===== src/rtl/alu_issue_pkg.sv =====
// alu_issue_pkg
//   Shared definitions for the execute-stage front end: the 4-bit ALU
//   opcode set, MIPS primary opcode and R-type funct constants, the
//   exception codes written to out_exc_code, the decoded-instruction
//   record held in the ID/EX register, and small immediate helpers.
//   No ports; imported by alu_decode and alu_issue.

package alu_issue_pkg;

    localparam int DATA_W = 32;

    // ALU opcodes understood by the downstream combinational ALU
    localparam logic [3:0] ALU_PASSB = 4'b0000;
    localparam logic [3:0] ALU_ADD   = 4'b0001;
    localparam logic [3:0] ALU_SUB   = 4'b0010;
    localparam logic [3:0] ALU_AND   = 4'b0011;
    localparam logic [3:0] ALU_OR    = 4'b0100;
    localparam logic [3:0] ALU_XOR   = 4'b0101;
    localparam logic [3:0] ALU_NOR   = 4'b0110;
    localparam logic [3:0] ALU_SLT   = 4'b0111;
    localparam logic [3:0] ALU_ADDU  = 4'b1001;
    localparam logic [3:0] ALU_SUBU  = 4'b1010;
    localparam logic [3:0] ALU_SLLV  = 4'b1100;
    localparam logic [3:0] ALU_SRLV  = 4'b1101;
    localparam logic [3:0] ALU_SRAV  = 4'b1110;

    // MIPS primary opcodes handled by this stage
    localparam logic [5:0] OP_RTYPE = 6'h00;
    localparam logic [5:0] OP_ADDI  = 6'h08;
    localparam logic [5:0] OP_ADDIU = 6'h09;
    localparam logic [5:0] OP_SLTI  = 6'h0A;
    localparam logic [5:0] OP_ANDI  = 6'h0C;
    localparam logic [5:0] OP_ORI   = 6'h0D;
    localparam logic [5:0] OP_XORI  = 6'h0E;
    localparam logic [5:0] OP_LUI   = 6'h0F;

    // R-type funct codes
    localparam logic [5:0] FN_SLL  = 6'h00;
    localparam logic [5:0] FN_SRL  = 6'h02;
    localparam logic [5:0] FN_SRA  = 6'h03;
    localparam logic [5:0] FN_SLLV = 6'h04;
    localparam logic [5:0] FN_SRLV = 6'h06;
    localparam logic [5:0] FN_SRAV = 6'h07;
    localparam logic [5:0] FN_ADD  = 6'h20;
    localparam logic [5:0] FN_ADDU = 6'h21;
    localparam logic [5:0] FN_SUB  = 6'h22;
    localparam logic [5:0] FN_SUBU = 6'h23;
    localparam logic [5:0] FN_AND  = 6'h24;
    localparam logic [5:0] FN_OR   = 6'h25;
    localparam logic [5:0] FN_XOR  = 6'h26;
    localparam logic [5:0] FN_NOR  = 6'h27;
    localparam logic [5:0] FN_SLT  = 6'h2A;

    // Exception cause codes
    localparam logic [4:0] EXC_NONE = 5'd0;
    localparam logic [4:0] EXC_RI   = 5'd10;
    localparam logic [4:0] EXC_OV   = 5'd12;

    // Decoded instruction as held in the ID/EX register
    typedef struct packed {
        logic [3:0]        op;
        logic [DATA_W-1:0] a;
        logic [DATA_W-1:0] b;
        logic [4:0]        dest;
        logic              wen;
        logic              ri;
    } decode_t;

    function automatic logic [DATA_W-1:0] sign_ext16(input logic [15:0] imm);
        return {{(DATA_W-16){imm[15]}}, imm};
    endfunction

    function automatic logic [DATA_W-1:0] zero_ext16(input logic [15:0] imm);
        return {{(DATA_W-16){1'b0}}, imm};
    endfunction

    // Only the trapping add/sub forms may raise an overflow exception
    function automatic logic can_overflow(input logic [3:0] op);
        return (op == ALU_ADD) || (op == ALU_SUB);
    endfunction

endpackage


===== src/rtl/alu_decode.sv =====
// alu_decode
//   Combinational decoder from a raw MIPS instruction word plus its
//   register operand values to the ALU opcode, ALU operand pair,
//   destination register and write enable. Flags unsupported
//   opcode/funct combinations as reserved instructions.
// Ports:
//   instr   in  32  raw instruction word
//   rs_val  in  32  rs register value
//   rt_val  in  32  rt register value
//   op      out 4   ALU opcode
//   a, b    out 32  ALU operands
//   dest    out 5   destination register number
//   wen     out 1   register write enable (0 for RI or dest==0)
//   ri      out 1   reserved-instruction flag

module alu_decode
    import alu_issue_pkg::*;
(
    input  logic [31:0] instr,
    input  logic [31:0] rs_val,
    input  logic [31:0] rt_val,
    output logic [3:0]  op,
    output logic [31:0] a,
    output logic [31:0] b,
    output logic [4:0]  dest,
    output logic        wen,
    output logic        ri
);

    logic [5:0]  opcode;
    logic [4:0]  rt_field;
    logic [4:0]  rd_field;
    logic [4:0]  shamt;
    logic [5:0]  funct;
    logic [15:0] imm;

    // The rs register number is resolved upstream; only its value is used here
    logic unused_rs_field;

    assign opcode   = instr[31:26];
    assign rt_field = instr[20:16];
    assign rd_field = instr[15:11];
    assign shamt    = instr[10:6];
    assign funct    = instr[5:0];
    assign imm      = instr[15:0];

    assign unused_rs_field = ^instr[25:21];

    // Opcode/operand selection. Variable shifts mask rs to 5 bits because
    // the ALU shifts by the full 32-bit inA value.
    always_comb begin
        op   = ALU_PASSB;
        a    = '0;
        b    = '0;
        dest = '0;
        ri   = 1'b0;
        case (opcode)
            OP_RTYPE: begin
                a    = rs_val;
                b    = rt_val;
                dest = rd_field;
                case (funct)
                    FN_ADD:  op = ALU_ADD;
                    FN_ADDU: op = ALU_ADDU;
                    FN_SUB:  op = ALU_SUB;
                    FN_SUBU: op = ALU_SUBU;
                    FN_AND:  op = ALU_AND;
                    FN_OR:   op = ALU_OR;
                    FN_XOR:  op = ALU_XOR;
                    FN_NOR:  op = ALU_NOR;
                    FN_SLT:  op = ALU_SLT;
                    FN_SLL: begin
                        op = ALU_SLLV;
                        a  = {27'b0, shamt};
                    end
                    FN_SRL: begin
                        op = ALU_SRLV;
                        a  = {27'b0, shamt};
                    end
                    FN_SRA: begin
                        op = ALU_SRAV;
                        a  = {27'b0, shamt};
                    end
                    FN_SLLV: begin
                        op = ALU_SLLV;
                        a  = {27'b0, rs_val[4:0]};
                    end
                    FN_SRLV: begin
                        op = ALU_SRLV;
                        a  = {27'b0, rs_val[4:0]};
                    end
                    FN_SRAV: begin
                        op = ALU_SRAV;
                        a  = {27'b0, rs_val[4:0]};
                    end
                    default: begin
                        ri   = 1'b1;
                        a    = '0;
                        b    = '0;
                        dest = '0;
                    end
                endcase
            end
            OP_ADDI: begin
                op   = ALU_ADD;
                a    = rs_val;
                b    = sign_ext16(imm);
                dest = rt_field;
            end
            OP_ADDIU: begin
                op   = ALU_ADDU;
                a    = rs_val;
                b    = sign_ext16(imm);
                dest = rt_field;
            end
            OP_SLTI: begin
                op   = ALU_SLT;
                a    = rs_val;
                b    = sign_ext16(imm);
                dest = rt_field;
            end
            OP_ANDI: begin
                op   = ALU_AND;
                a    = rs_val;
                b    = zero_ext16(imm);
                dest = rt_field;
            end
            OP_ORI: begin
                op   = ALU_OR;
                a    = rs_val;
                b    = zero_ext16(imm);
                dest = rt_field;
            end
            OP_XORI: begin
                op   = ALU_XOR;
                a    = rs_val;
                b    = zero_ext16(imm);
                dest = rt_field;
            end
            OP_LUI: begin
                op   = ALU_PASSB;
                a    = rs_val;
                b    = {imm, 16'b0};
                dest = rt_field;
            end
            default: begin
                ri = 1'b1;
            end
        endcase
        wen = !ri && (dest != 5'd0);
    end

endmodule


===== src/rtl/alu_issue.sv =====
// alu_issue
//   Execute-stage front end for ALU instructions. Decodes an offered
//   instruction into the ID/EX register (which drives the external
//   combinational ALU) and captures the ALU result plus exception status
//   into the EX/MEM register. Valid/ready handshake on both sides, flush,
//   and synchronous active-high reset.
// Ports:
//   clk, rst                    clock, synchronous active-high reset
//   in_valid/in_ready           input handshake
//   in_instr, in_pc             instruction word and its PC
//   in_rs_val, in_rt_val        register operand values
//   flush                       drop everything in flight
//   alu_op, alu_a, alu_b        to ALU (from EX register)
//   alu_result/zero/overflow    from ALU, sampled in the same cycle
//   out_valid/out_ready         output handshake
//   out_result, out_zero        registered ALU result and zero flag
//   out_dest, out_wen           writeback register and enable
//   out_exc, out_exc_code       exception flag and cause (12 Ov, 10 RI)
//   out_pc                      PC of the result's instruction

module alu_issue
    import alu_issue_pkg::*;
#(
    parameter int XLEN = 32
) (
    input  logic            clk,
    input  logic            rst,
    input  logic            in_valid,
    output logic            in_ready,
    input  logic [XLEN-1:0] in_instr,
    input  logic [XLEN-1:0] in_pc,
    input  logic [XLEN-1:0] in_rs_val,
    input  logic [XLEN-1:0] in_rt_val,
    input  logic            flush,
    output logic [3:0]      alu_op,
    output logic [XLEN-1:0] alu_a,
    output logic [XLEN-1:0] alu_b,
    input  logic [XLEN-1:0] alu_result,
    input  logic            alu_zero,
    input  logic            alu_overflow,
    output logic            out_valid,
    input  logic            out_ready,
    output logic [XLEN-1:0] out_result,
    output logic            out_zero,
    output logic [4:0]      out_dest,
    output logic            out_wen,
    output logic            out_exc,
    output logic [4:0]      out_exc_code,
    output logic [XLEN-1:0] out_pc
);

    decode_t         dec;
    decode_t         ex_dec;
    logic            ex_valid;
    logic [XLEN-1:0] ex_pc;

    logic            out_adv;
    logic            ov_taken;
    logic            nxt_wen;
    logic            nxt_exc;
    logic [4:0]      nxt_code;

    alu_decode u_decode (
        .instr  (in_instr),
        .rs_val (in_rs_val),
        .rt_val (in_rt_val),
        .op     (dec.op),
        .a      (dec.a),
        .b      (dec.b),
        .dest   (dec.dest),
        .wen    (dec.wen),
        .ri     (dec.ri)
    );

    // OUT moves when empty or drained; EX can take a new instruction when it
    // is empty or its occupant moves into OUT this cycle.
    assign out_adv  = !out_valid || out_ready;
    assign in_ready = !ex_valid || out_adv;

    assign alu_op = ex_dec.op;
    assign alu_a  = ex_dec.a;
    assign alu_b  = ex_dec.b;

    // Exception resolution for the instruction currently in EX
    always_comb begin
        ov_taken = alu_overflow && can_overflow(ex_dec.op);
        nxt_wen  = ex_dec.wen;
        nxt_exc  = 1'b0;
        nxt_code = EXC_NONE;
        if (ex_dec.ri) begin
            nxt_wen  = 1'b0;
            nxt_exc  = 1'b1;
            nxt_code = EXC_RI;
        end else if (ov_taken) begin
            nxt_wen  = 1'b0;
            nxt_exc  = 1'b1;
            nxt_code = EXC_OV;
        end
    end

    // ID/EX register: payload loads only on an actual accept so the ALU
    // inputs stay put while EX is stalled or empty.
    always_ff @(posedge clk) begin
        if (rst) begin
            ex_valid <= 1'b0;
            ex_dec   <= '0;
            ex_pc    <= '0;
        end else if (flush) begin
            ex_valid <= 1'b0;
        end else if (in_ready) begin
            ex_valid <= in_valid;
            if (in_valid) begin
                ex_dec <= dec;
                ex_pc  <= in_pc;
            end
        end
    end

    // EX/MEM register: holds its contents while the consumer stalls.
    always_ff @(posedge clk) begin
        if (rst) begin
            out_valid    <= 1'b0;
            out_result   <= '0;
            out_zero     <= 1'b0;
            out_dest     <= '0;
            out_wen      <= 1'b0;
            out_exc      <= 1'b0;
            out_exc_code <= EXC_NONE;
            out_pc       <= '0;
        end else if (flush) begin
            out_valid <= 1'b0;
        end else if (out_adv) begin
            out_valid <= ex_valid;
            if (ex_valid) begin
                out_result   <= alu_result;
                out_zero     <= alu_zero;
                out_dest     <= ex_dec.dest;
                out_wen      <= nxt_wen;
                out_exc      <= nxt_exc;
                out_exc_code <= nxt_code;
                out_pc       <= ex_pc;
            end
        end
    end

endmodule


===== config.mk =====
export PLATFORM = sky130hd
export DESIGN_NAME = alu_issue
export DESIGN_NICKNAME = d
export VERILOG_FILES = /design/src/rtl/alu_issue_pkg.sv /design/src/rtl/alu_decode.sv /design/src/rtl/alu_issue.sv
export SDC_FILE = /design/constraint.sdc
export NUM_CORES = 1
export LEC_CHECK = 0
export ABC_AREA = 1
export CORE_AREA = 2 2 134 136
export CTS_BUF_LIST = sky130_fd_sc_hd__clkbuf_16
export DETAILED_ROUTE_END_ITERATION = 8
export DIE_AREA = 0 0 136 138
export GPL_TIMING_DRIVEN = 0
export PLACE_DENSITY = 0.84
export SLEW_MARGIN = 20
export SYNTH_ARGS = -nofsm -noshare
export SYNTH_HDL_FRONTEND = slang
export SYNTH_SLANG_ARGS = --single-unit

===== constraint.sdc =====
create_clock -name clk -period 3.6 [get_ports clk]
set_input_delay 0.72 -clock clk [delete_from_list [all_inputs] [get_ports clk]]
set_output_delay 0.72 -clock clk [all_outputs]
set_load 0.005 [all_outputs]

==> impl_metrics.toml, run 1 <==
[run_status]
status = "complete, no violations"

[route]
drt-initial-drc-count = 431
ant_nets = 0
drc = 0
routedWlPerCell_um = 15.43
dr_total_vias = 8286
via_per_inst = 4.947
first_pass_iters = 5
wl_um = 25850

[grt]
grt_overflow = 0
track_usage_pct = 27.56
grt_max_degree = 18
grt_pass1_wl_um = 40820
grt_pass1_vias = 7891
antenna_found_initial = 0

[placed_design]
dp.cells = 1644
dpl.hpwl_um = 19650
portBuffers = 305
dpl_cell_area_um2 = 11360
gp_congestion = 0.9552
dp_slack_ps = 733.6

[clocking]
cts_tree = "built"
cts-buffers-inserted = 17
postCtsSetupRepairBufs = 0
cts.repair.resized = 0
holdBufCountCts = 0
cts_root_buf = "clkbuf_16"
numClockSinks = 183
clkLatencyLatePin_ps = 430
clk_pin_slew_ps = 70
clk_path_buf_depth = 2
cts.htree.levels = 4

[layout]
seqCellArea_um2 = 3664
area_growth_pct = 48.81
final_util_pct = 68.02
multi_input_area_um2 = 3192
post-route-cell-area_um2 = 11930
fillerInstances = 1524
antenna_cells = 0
num-nets-final = 1601
layout-drive-gt1-share_pct = 9.820
final_cells = 1675

[sta]
slew_headroom_pct = 47.62
maxSlewViolCount = 0
fin_worst_skew_ps = 13.27
tns_ps = 0
max_freq_ghz = 0.3737
rsz0062_at_grt = "no"
min_period_ps = 2676
finalSetupViolCount = 0
hold_slack_ps = 467.6
period_share_pct = 74.33
setup_ws_ps = 923.9
hold_viol = 0
tightest_slew_ps = 785.7

[pwr]
max-vdd-ir-drop_mv = 0.3327
power.leakage_nw = 5.221
powerDensity_nw_per_um2 = 385.9
p_total_mw = 4.602

[critical_path]
crit_type = "input pin to primary output"
cp.required_ps = 2880
worstPathMaxFanout = 3
endpoint_kind = "primary output"
startpoint_type = "input pin"
worstPathArrival_ps = 1960

[synth]
synth_area_leaders = "dfxtp_1 46%, nor2_1 11%, o21ai_0 8.4%, nand2_1 8.3%, buf_4 7.4%"
synth_edf_count = 0
synthTopCellsByCount = "228 x nor2_1, 183 x dfxtp_1, 177 x nand2_1, 135 x o21ai_0, 81 x inv_1"
netlist_area_um2 = 8015
ys_ff_latch = 183
yosysMostFrequentCell = "nor2_1"
ys_warn_count = 0
synthFlopType = "dfxtp_1"
synthCells = 1109
synth_seq_area_share_pct = 45.71
ys_types = 30
synth_top_area_share_pct = 45.71
syn_area_per_cell_um2 = 7.227
yosysTopAreaCell = "dfxtp_1"
synthArstFlopShare_pct = 0

[floorplanning]
die_x_um = 136
dieArea_um2 = 18770
ios = 314
core_um2 = 17530
rows = 49
initial_utilization_pct = 45.71
die_h_um = 138

[flow_run]
cap_viol_max_count = 0

[min_path]
hp-class = "flop to flop"
-- logic make-up after synthesis --
logic type | synth area share [%]
and+or+nand+nor | 21.99
AOI/OAI and AO/OA | 17.73
buffers and inverters | 14.52
DFF | 45.71
other | 0.04679
-- final timing paths --
| kind | startpoint | endpoint | slack (ps) | cells past startpoint |
|---|---|---|---|---|
| min reg2reg | ex_dec[1] | ex_dec[1] | 470 | 2 |
| min | ex_dec[1] | ex_dec[1] | 470 | 2 |
| max | out_ready | in_ready | 920 | 4 |
| max reg2reg | out_valid | alu_a[30] | 1540 | 8 |
-- cell type report --
class / instances / area share [%]
flip-flops and latches: 183 / 30.71
multi-input cells: 701 / 26.76
repair buffers: 305 / 25.60
plain buffers: 137 / 6.955
clock buffers: 17 / 3.567
inverters: 89 / 2.801
well taps: 229 / 2.402
clock inverters: 14 / 1.206
-- placed cells by master, fill, tap and decap left out, drive strengths merged, types with 3 or more instances in the layout --
master / netlist / final
clkinvlp: 0 / 3
nor2: 233 / 233
dfxtp: 183 / 183
a21oi: 54 / 54
o21ai: 155 / 155
clkdlybuf4s50: 0 / 305
nand3: 20 / 20
o211ai: 43 / 43
buf: 91 / 91
clkinv: 0 / 4
nand2: 179 / 179
inv: 89 / 95
clkbuf: 46 / 63
nand4: 6 / 6
-- critical path, cell delays in order --
cell and delay, ps:
clkdlybuf4s50_1 410, nor2_2 210, nand2_1 140, clkdlybuf4s50_1 470
-- routing by layer --
layer	share of wire (%)	wire [um]	track usage, %	vias to the layer above
li1	-	-	-	4128
met5	0	0	0	-
met1	43	11150	35.74	3782
met4	3.5	914	11.40	0
met2	46	11970	43.80	314
met3	7.0	1817	6.747	62
-- state kept, by name, indices dropped and copies added, names as in the netlist, 3 cells and up --
name,cells
alu_op,4
ex_dec,7
alu_b,32
out_pc,32
ex_pc,32
alu_a,32
out_dest,5
out_exc_code,3
out_result,32
-- report_power, final --
group | switching (mW) | internal (mW)
Sequential | 0.0432 | 2.11
Clock | 0.848 | 0.970
Combinational | 0.279 | 0.355
(Power assumes the default switching activity.)
==> run 2: changes to the inputs <==
--- a/config.mk
+++ b/config.mk
@@ -6,12 +6,12 @@
 export NUM_CORES = 1
 export LEC_CHECK = 0
 export ABC_AREA = 1
-export CORE_AREA = 2 2 134 136
+export CORE_AREA = 2 2 145 147
 export CTS_BUF_LIST = sky130_fd_sc_hd__clkbuf_16
 export DETAILED_ROUTE_END_ITERATION = 8
-export DIE_AREA = 0 0 136 138
+export DIE_AREA = 0 0 147 149
 export GPL_TIMING_DRIVEN = 0
-export PLACE_DENSITY = 0.84
+export PLACE_DENSITY = 0.76
 export SLEW_MARGIN = 20
 export SYNTH_ARGS = -nofsm -noshare
 export SYNTH_HDL_FRONTEND = slang
==> constraint.sdc (replaced) <==
create_clock -name clk -period 2.43 [get_ports clk]
set_input_delay 0.486 -clock clk [delete_from_list [all_inputs] [get_ports clk]]
set_output_delay 0.486 -clock clk [all_outputs]
set_load 0.005 [all_outputs]
==> impl_metrics.toml, run 2 (synthesis gave the netlist of run 1 again) <==
[run_status]
status = "complete, no violations"

[route]
drc = 0
via_per_inst = 4.738
first_pass_iters = 5
routedWlPerCell_um = 14.88
wl_um = 25620
ant_nets = 0
dr_total_vias = 8159
drt-initial-drc-count = 450

[critical_path]
crit_end = "alu_b[1]"
ff2ff_path_depth = 8
worstPathArrival_ps = 2550
reg2reg_from = "out_valid"
cp.required_ps = 2790
worstSetupStartpoint = "out_ready"
endpoint_kind = "flop"
r2r_slack_ps = 420
startpoint_type = "input pin"
worstPathMaxFanout = 10
crit_type = "input pin to flop"
r2r_end = "alu_b[1]"

[sta]
hold_viol = 0
slew_headroom_pct = 55.91
hold_slack_ps = 466.1
min_period_ps = 2189
tightest_slew_ps = 661.4
period_share_pct = 90.10
setup_ws_ps = 240.7
max_freq_ghz = 0.4568
finalSetupViolCount = 0
tns_ps = 0
fin_worst_skew_ps = 11.84
rsz0062_at_grt = "no"
maxSlewViolCount = 0

[clocking]
clk_pin_slew_ps = 80
numClockSinks = 183
clk_path_buf_depth = 2
postCtsSetupRepairBufs = 0
cts_tree = "built"
cts_root_buf = "clkbuf_16"
cts.htree.levels = 4
clkLatencyLatePin_ps = 430
cts.repair.resized = 0
holdBufCountCts = 0
cts-buffers-inserted = 17

[floorplanning]
die_h_um = 149
core_um2 = 20560
initial_utilization_pct = 38.99
ios = 314
die_x_um = 147
dieArea_um2 = 21900
rows = 53

[flow_run]
cap_viol_max_count = 0

[layout]
antenna_cells = 0
final_cells = 1722
final_common_cell = "clkdlybuf4s50_1"
num-nets-final = 1601
final_cell_mix = "305 x clkdlybuf4s50_1, 228 x nor2_1, 183 x dfxtp_1, 177 x nand2_1, 135 x o21ai_0"
area_growth_pct = 49.70
layout-drive-gt1-share_pct = 9.952

[placed_design]
dpl.hpwl_um = 19310
portBuffers = 305
gp_congestion = 0.9282
dp.cells = 1690
dp_slack_ps = -245.1

[min_path]
min-delay-start = "alu_b[31]"
hp-class = "flop to flop"

[pwr]
p_sw_mw = 1.826
max-vdd-ir-drop_mv = 0.4515
p_sw_share_pct = 26.68
internal-power_mw = 5.018
clkPwrFrac_pct = 39.9
p_total_mw = 6.844
seqPwrFrac_pct = 46.5
pwr-share-comb_pct = 13.6
power.leakage_nw = 5.230
powerDensity_nw_per_um2 = 570.4

[grt]
track_usage_pct = 22.83
grt_pass1_wl_um = 39400
grt_overflow = 0
grt_max_degree = 20
antenna_found_initial = 0
grt_pass1_vias = 7479
## run 2: critical path, cell delays in order
cell and delay [ps]:
clkdlybuf4s50_1 480, nor2_2 70, nand2_1 90, nand2_1 280
inv_2 270, buf_1 500, nand2_1 210, a21oi_1 150
## run 2: layer usage
metal | vias up | track usage (%) | part of all wire (%)
met5 | - | 0 | 0
met4 | 0 | 9.856 | 3.1
met3 | 52 | 4.740 | 6.5
met2 | 304 | 36.15 | 46
met1 | 3668 | 30.37 | 45
li1 | 4135 | - | -
## run 2: power by group through the flow
stage	combinational, mW	clock [mW]	sequential, mW
final	0.931	2.73	3.18
after global placement	0.920	0	3.25
after global routing	1.02	2.93	3.20
after CTS	0.935	2.78	3.18
after detailed placement	0.928	0	3.25
after floorplan	0.377	0	3.24
## run 2: metrics by stage
stage / util [%] / instance area, um^2
after CTS: 58.37 / 12000
after floorplan: - / 8019
after global routing: 58.37 / 12000
after global placement: 55.53 / 11420
after detailed placement: 55.53 / 11420
final: 58.37 / 12000
## run 2: final cells by class
cell class | instances | area (um^2)
Buffer | 137 | 829.5
Clock buffer | 17 | 425.4
Clock inverter | 15 | 157.7
Fill cell | 1854 | 8558
Inverter | 89 | 334.1
Multi-Input combinational cell | 701 | 3192
Sequential cell | 183 | 3664
Tap cell | 275 | 344.1
Timing Repair Buffer | 305 | 3053
## run 2: worst min-delay path by stage
| stage | endpoint | cells past startpoint |
|---|---|---|
| final | alu_b[31] | 2 |
| after global placement | alu_b[19] | 2 |
| after floorplan | alu_b[0] | 2 |
| after global routing | alu_b[11] | 2 |
| after CTS | alu_b[7] | 2 |
| after detailed placement | alu_b[0] | 2 |
